File: src/rtl/dmem_arbiter_pkg.sv
// rtl/dmem_arbiter_pkg.sv - shared funct3 codes and requester ids for the data-memory arbiter
package dmem_arbiter_pkg;

    localparam logic [2:0] F3_LB  = 3'b000;
    localparam logic [2:0] F3_LH  = 3'b001;
    localparam logic [2:0] F3_LW  = 3'b010;
    localparam logic [2:0] F3_LBU = 3'b100;
    localparam logic [2:0] F3_LHU = 3'b101;
    localparam logic [2:0] F3_SB  = 3'b000;
    localparam logic [2:0] F3_SH  = 3'b001;
    localparam logic [2:0] F3_SW  = 3'b010;

    typedef enum logic {
        REQ_CORE = 1'b0,
        REQ_DBG  = 1'b1
    } req_id_t;

endpackage

File: src/rtl/dmem_arb_pick.sv
// rtl/dmem_arb_pick.sv - combinational winner selection between core and debug requesters
module dmem_arb_pick
    import dmem_arbiter_pkg::*;
(
    input  logic core_req,
    input  logic dbg_req,
    input  logic wait_max,
    output logic grant,
    output logic winner
);

    req_id_t win_id;

    // Core has priority; debug only wins alone or after waiting the full budget.
    always_comb begin
        win_id = REQ_CORE;
        if (dbg_req && (!core_req || wait_max)) begin
            win_id = REQ_DBG;
        end
    end

    assign grant  = core_req | dbg_req;
    assign winner = win_id;

endmodule

File: src/rtl/dmem_arbiter.sv
// rtl/dmem_arbiter.sv - two-port data-memory arbiter with bounded debug starvation
module dmem_arbiter
    import dmem_arbiter_pkg::*;
#(
    parameter int DM_ADDRESS = 9,
    parameter int DATA_W     = 32,
    parameter int MAX_WAIT   = 4
) (
    input  logic                  clk,
    input  logic                  rst,
    input  logic                  core_req,
    input  logic                  core_we,
    input  logic [DM_ADDRESS-1:0] core_addr,
    input  logic [DATA_W-1:0]     core_wdata,
    input  logic [2:0]            core_funct3,
    input  logic                  dbg_req,
    input  logic                  dbg_we,
    input  logic [DM_ADDRESS-1:0] dbg_addr,
    input  logic [DATA_W-1:0]     dbg_wdata,
    input  logic [2:0]            dbg_funct3,
    output logic                  core_gnt,
    output logic                  dbg_gnt,
    output logic                  core_rvalid,
    output logic                  dbg_rvalid,
    output logic [DATA_W-1:0]     core_rdata,
    output logic [DATA_W-1:0]     dbg_rdata,
    output logic                  mem_read,
    output logic                  mem_write,
    output logic [DM_ADDRESS-1:0] mem_a,
    output logic [DATA_W-1:0]     mem_wd,
    output logic [2:0]            mem_funct3,
    input  logic [DATA_W-1:0]     mem_rd
);

    localparam int WAIT_W = (MAX_WAIT < 1) ? 1 : $clog2(MAX_WAIT + 1);

    logic [WAIT_W-1:0] wait_cnt;
    logic              wait_max;
    logic              any_grant;
    logic              winner;
    req_id_t           win_id;

    assign wait_max = (wait_cnt == WAIT_W'(MAX_WAIT));
    assign win_id   = req_id_t'(winner);

    dmem_arb_pick u_pick (
        .core_req (core_req),
        .dbg_req  (dbg_req),
        .wait_max (wait_max),
        .grant    (any_grant),
        .winner   (winner)
    );

    // Reset gates the grant path directly so the memory sees nothing while rst is high.
    always_comb begin
        core_gnt   = 1'b0;
        dbg_gnt    = 1'b0;
        mem_read   = 1'b0;
        mem_write  = 1'b0;
        mem_a      = '0;
        mem_wd     = '0;
        mem_funct3 = '0;
        if (!rst && any_grant) begin
            if (win_id == REQ_DBG) begin
                dbg_gnt    = 1'b1;
                mem_read   = !dbg_we;
                mem_write  = dbg_we;
                mem_a      = dbg_addr;
                mem_wd     = dbg_wdata;
                mem_funct3 = dbg_funct3;
            end else begin
                core_gnt   = 1'b1;
                mem_read   = !core_we;
                mem_write  = core_we;
                mem_a      = core_addr;
                mem_wd     = core_wdata;
                mem_funct3 = core_funct3;
            end
        end
    end

    always_ff @(posedge clk or posedge rst) begin
        if (rst) begin
            wait_cnt <= '0;
        end else if (dbg_req && !dbg_gnt) begin
            if (!wait_max) begin
                wait_cnt <= wait_cnt + 1'b1;
            end
        end else begin
            wait_cnt <= '0;
        end
    end

    always_ff @(posedge clk or posedge rst) begin
        if (rst) begin
            core_rvalid <= 1'b0;
            dbg_rvalid  <= 1'b0;
            core_rdata  <= '0;
            dbg_rdata   <= '0;
        end else begin
            core_rvalid <= core_gnt && !core_we;
            dbg_rvalid  <= dbg_gnt && !dbg_we;
            if (core_gnt && !core_we) begin
                core_rdata <= mem_rd;
            end
            if (dbg_gnt && !dbg_we) begin
                dbg_rdata <= mem_rd;
            end
        end
    end

endmodule

File: config.mk
export PLATFORM = sky130hd
export DESIGN_NAME = dmem_arbiter
export DESIGN_NICKNAME = d
export VERILOG_FILES = /design/src/rtl/dmem_arbiter_pkg.sv /design/src/rtl/dmem_arb_pick.sv /design/src/rtl/dmem_arbiter.sv
export SDC_FILE = /design/constraint.sdc
export NUM_CORES = 1
export LEC_CHECK = 0
export ABC_CLOCK_PERIOD_IN_PS = 6400
export CAP_MARGIN = 10
export CORE_ASPECT_RATIO = 1.1
export CORE_MARGIN = 4
export CORE_UTILIZATION = 37
export CTS_CLUSTER_DIAMETER = 60
export DETAILED_ROUTE_END_ITERATION = 16
export GPL_ROUTABILITY_DRIVEN = 0
export GPL_TIMING_DRIVEN = 0
export PLACE_DENSITY = 0.86
export RECOVER_POWER = 25
export SLEW_MARGIN = 20
export SYNTH_ARGS = -nofsm -noshare
export SYNTH_HDL_FRONTEND = slang
export SYNTH_SLANG_ARGS = --single-unit
File: constraint.sdc
create_clock -name clk -period 6.4 [get_ports clk]
set_input_delay 1.28 -clock clk [delete_from_list [all_inputs] [get_ports clk]]
set_output_delay 1.28 -clock clk [all_outputs]
set_load 0.01 [all_outputs]
Word-level counts from Yosys, hierarchy flattened --
Index checks and enable logic that the tools add are counted.
Word-level totals: register bits 69, input port bits 126, output and inout port bits 114, word-level logic and storage cells 37
Operators by class: $add $sub $neg 1, eq/ne operators 2, multiplexer cells 17, bitwise logic cells 1, reductions and logical operators 11
Operator list (number):
- 32-bit two-way mux | 2
- 9-bit two-way mux | 2
- 3-bit two-way mux | 4
- 1-bit two-way mux | 9
- 1-bit logical AND | 5
- 1-bit logical NOT | 5
- 3-bit by 1-bit adder with 3-bit output, second input constant | 1
- 3-bit == test, second input constant | 1
- 2-bit != test, second input constant | 1
- 1-bit logical OR | 1
- 1-bit OR | 1

Logic depth before layout (Yosys ltp) --
depth after elaboration 9, mapped depth 7, mapped depth without buffers 6

Hierarchy --
A second synthesis with hierarchy kept.
Second synthesis, totals: cell total of the unflattened synthesis 220, area total of the unflattened synthesis 3153.0 sq um
By module, submodules not included:
- dmem_arbiter | times used 1, cells each 217, area each 3135.5 sq um, seq. area each 1726.7 sq um
- dmem_arb_pick | times used 1, cells each 3, area each 17.5 sq um, seq. area each 0.0 sq um

Worst setup path after synthesis --
Ideal clock, no wire load.
path type input -> output, start point in rst, end point out mem_a[0], arrival time 3.622 ns, path slack 1.498 ns, stages on the path 5, path buffers 2, cell sequence inv_1 > and3_1 > buf_2 > buf_2 > a22o_1
On the way: longest elaborated chain between the ends 3
Ends and longest elaborated chain:
- from (decl) | RTL line dmem_arbiter.sv:10 | input logic rst,
- 1-bit logical NOT (no line)
- 1-bit logical AND | RTL line dmem_arbiter.sv:63 | if (!rst && any_grant) begin
- 9-bit two-way mux | RTL line dmem_arbiter.sv:63
- to (decl) | RTL line dmem_arbiter.sv:29 | output logic [DM_ADDRESS-1:0] mem_a,
Every way passes these cells.

Worst setup path after layout --
start point in rst, end point out mem_a[1]
Same word-level chain as after synthesis.

==> run_results.csv <==
group,metric,value,unit
run_status,outcome,"completed",
logic_synthesis,synth_nets,352,
setup_path,cpPeakStageDelay,0.67,ns
timing,hold-worst-slack,0.5086,ns
die,die_y,106.5,um
setup_path,crit_cells,8,
global_route,grt_pass1_wl,19.40,mm
power,leakagePower,2.531,nW
setup_path,critical-path-top-delay-family,"buffers and inverters",
clocking,clk_pin_slew_worst_paths,0.08,ns
clocking,insertion_delay,0.33,ns
drt,firstDrtPassIters,4,
final_layout,num_antenna_cells,0,
setup_path,reg2reg_depth,7,
setup_path,criticalPathCategory,"in2out",
logic_synthesis,yosysWarningCount,0,
clocking,cts_tree,"yes",
drt,vias,2947,
placed_design,place_area,5818,um2
drt,final_antenna_net_count,0,
placed_design,pre_cts_slack,1.145,ns
power,combPwrFrac,36.8,%
timing,worst_pin_slew,0.4961,ns
setup_path,crit_path_max_fanout,36,
timing,setup_tns,0,ns
setup_path,r2r_end,"dbg_rdata[27]$_DFFE_PP0P_",
global_route,grt_pass1_vias,3263,
setup_path,ff2ff_setup_slack,4.43,ns
setup_path,required,5.12,ns
logic_synthesis,syn_avg_cell_area,14.57,um2
drt,drt-total-wl,12.81,mm
timing,setup-violations-final,0,
drt,detail_route.wl_per_cell,21.67,um
clocking,ctsHoldBuffers,0,
timing,skew,0.005614,ns
job,cap_violations,0,
die,die_area,10390,um2
clocking,cts_buffers,9,
drt,drt_iter0_drc,92,
die,num_rows,35,
setup_path,crit_path_cell_trace,"dlygate4sd3_1 -> inv_4 -> buf_12 -> and3_1 -> buf_2 -> buf_2 -> a22o_1 -> clkdlybuf4s50_1",
global_route,overflow,0,
timing,min_period,5.331,ns
power,netSwitchingFraction,27.74,%
setup_path,crit_path_start,"rst",
global_route,grt_max_degree,37,
die,chipWidth,97.56,um
final_layout,areaGrowthSynthToFinish,84.29,%
setup_path,endpoint,"mem_a[1]",
hold_path,hold_class,"reg2reg",
logic_synthesis,ys_ff_latch,69,
power,p_per_area,243.6,nW/um2
logic_synthesis,synth_top_area_share,52.89,%
logic_synthesis,synthDistinctLibCells,23,
setup_path,crit_buf_inv,6,
global_route,grtUsageTotal,24.49,%
timing,hold_violations,0,
clocking,cts_sinks,69,
logic_synthesis,netlist_instances,224,
timing,final.period_utilization,83.30,%
final_layout,num-fill-cells,621,
die,ios,240,
drt,drc,0,
die,core_region_area,8496,um2
placed_design,dp_hpwl,10.63,mm
setup_path,crit_slowest_cell,"clkdlybuf4s50_1",
setup_path,cp-end-kind,"output pin",
global_route,antenna_found_initial,0,
power,p_clk_share,24.1,%
final_layout,final_cell_area,6016,um2
clocking,postCtsSetupRepairBufs,0,
power,p_int,1.059,mW
power,p_sw,0.4065,mW
logic_synthesis,yosys.area.top_type,"dfrtp_1",
final_layout,nNetsFinal,603,
clocking,cts_max_level,3,
setup_path,reg2reg_from,"wait_cnt[0]$_DFFE_PP0P_",
placed_design,port_buffers,239,
setup_path,start_kind,"input port",
timing,maxSlewViolCount,0,
clocking,cts_resized,0,
logic_synthesis,seq_area_frac_synth,52.89,%
power,max-vdd-ir-drop,191.5,uV
drt,post_drt_via_cell_ratio,4.986,
clocking,clk_path_buf_depth,2,
timing,fmax,187.6,MHz
logic_synthesis,syn_area,3264,um2
final_layout,drive_gt1_share,21.04,%
timing,fin_ws,1.069,ns
power,power.total,1.465,mW
setup_path,crit_path_frequent_cell,"buf_2",
power,power_frac_seq,39.1,%
timing,rsz0062_at_grt,"false",
logic_synthesis,synth_area_leaders,"dfrtp_1, mux2_4, mux2_2",
die,start_util,38.42,%
setup_path,worstPathArrival,4.05,ns
clocking,cts_root_buffer,"clkbuf_8",
timing,timing.slew.headroom,66.80,%
-- metrics by stage --
stage | utilization (%) | instances
finish | 70.81 | 591
global route | 70.81 | 591
CTS | 70.81 | 591
detailed placement | 68.48 | 575
global placement | 68.22 | 574
floorplan | - | 224
-- placed cells by master, fill, tap and decap left out --
cell type        count
clkbuf_8             9
mux2_2              35
xnor2_1              1
nand2b_1             1
inv_8                1
dfrtp_1             69
and3_1               1
nor3b_1              1
dlygate4sd3_1        1
nand3_1              4
ha_1                 2
clkinv_2             3
or3_4                1
inv_1                3
buf_4                1
inv_4                1
nand2_1              3
bufinv_16            1
clkdlybuf4s50_1    238
buf_2               11
a21oi_1              3
a21bo_2              1
a21boi_2             1
mux2_4              29
nand3b_1             3
a22o_1              44
buf_12               4
inv_6                2
o21ai_0              2
nor2_1               3
clkinv_4             1
-- routing by layer --
layer,routed length (um),vias to the layer above,GRT usage [%]
met5,0,-,0
met4,247,0,6.034
met3,1413,16,11.81
met2,6355,160,42.21
met1,4793,1434,27.24
li1,-,1337,-
-- layout make-up --
type	count	area, um2	share of cell area, %
sequential	69	1727	28.70
multi-input combinational	135	1391	23.13
inverter	5	26.28	0.4368
timing repair buffer	240	2412	40.10
tap	111	138.9	2.309
buffer	15	122.6	2.038
clock buffer	9	123.9	2.059
clock inverter	7	73.82	1.227
-- sequential cells by signal, indices dropped and copies added (netlist names) --
name and count:
core_rdata 32, core_rvalid 1, dbg_rdata 32, dbg_rvalid 1, wait_cnt 3
-- how the worst min path moves through the flow --
stage / start / to / slack (ns) / depth (start not counted)
after floorplan: wait_cnt[1]$_DFFE_PP0P_ / wait_cnt[1]$_DFFE_PP0P_ / 0.53 / 2
after global placement: core_rdata[2]$_DFFE_PP0P_ / core_rdata[2]$_DFFE_PP0P_ / 0.49 / 1
after detailed placement: dbg_rdata[14]$_DFFE_PP0P_ / dbg_rdata[14]$_DFFE_PP0P_ / 0.49 / 1
after CTS: core_rdata[8]$_DFFE_PP0P_ / core_rdata[8]$_DFFE_PP0P_ / 0.51 / 1
after global routing: core_rdata[8]$_DFFE_PP0P_ / core_rdata[8]$_DFFE_PP0P_ / 0.52 / 1
final: core_rdata[8]$_DFFE_PP0P_ / core_rdata[8]$_DFFE_PP0P_ / 0.51 / 1
-- power by group through the flow --
stage	clock [mW]	sequential (mW)	combinational [mW]
floorplan	0	0.617	0.159
global placement	0	0.576	0.532
detailed placement	0	0.580	0.544
CTS	0.362	0.574	0.546
global route	0.383	0.585	0.570
finish	0.353	0.573	0.540
-- synth_stat cells (all sizes together) --
master	number
a21bo	1
a21boi	1
a21oi	3
a22o	44
and3	1
buf	15
dfrtp	69
ha	2
inv	5
mux2	64
nand2	3
nand2b	1
nand3	4
nand3b	3
nor2	3
nor3b	1
o21ai	2
or3	1
xnor2	1
-- cells by family (layout without fill, tap and decap cells) --
family,Yosys count,after routing,share of synthesized area (%)
xor+xnor,1,1,0.2684
fa+ha+maj,2,2,0.7665
buf+inv,20,276,4.484
simple gates,17,17,2.952
flops,69,69,52.89
mux,64,64,25.41
compound gates,51,51,13.22
(Power assumes the default switching activity.)
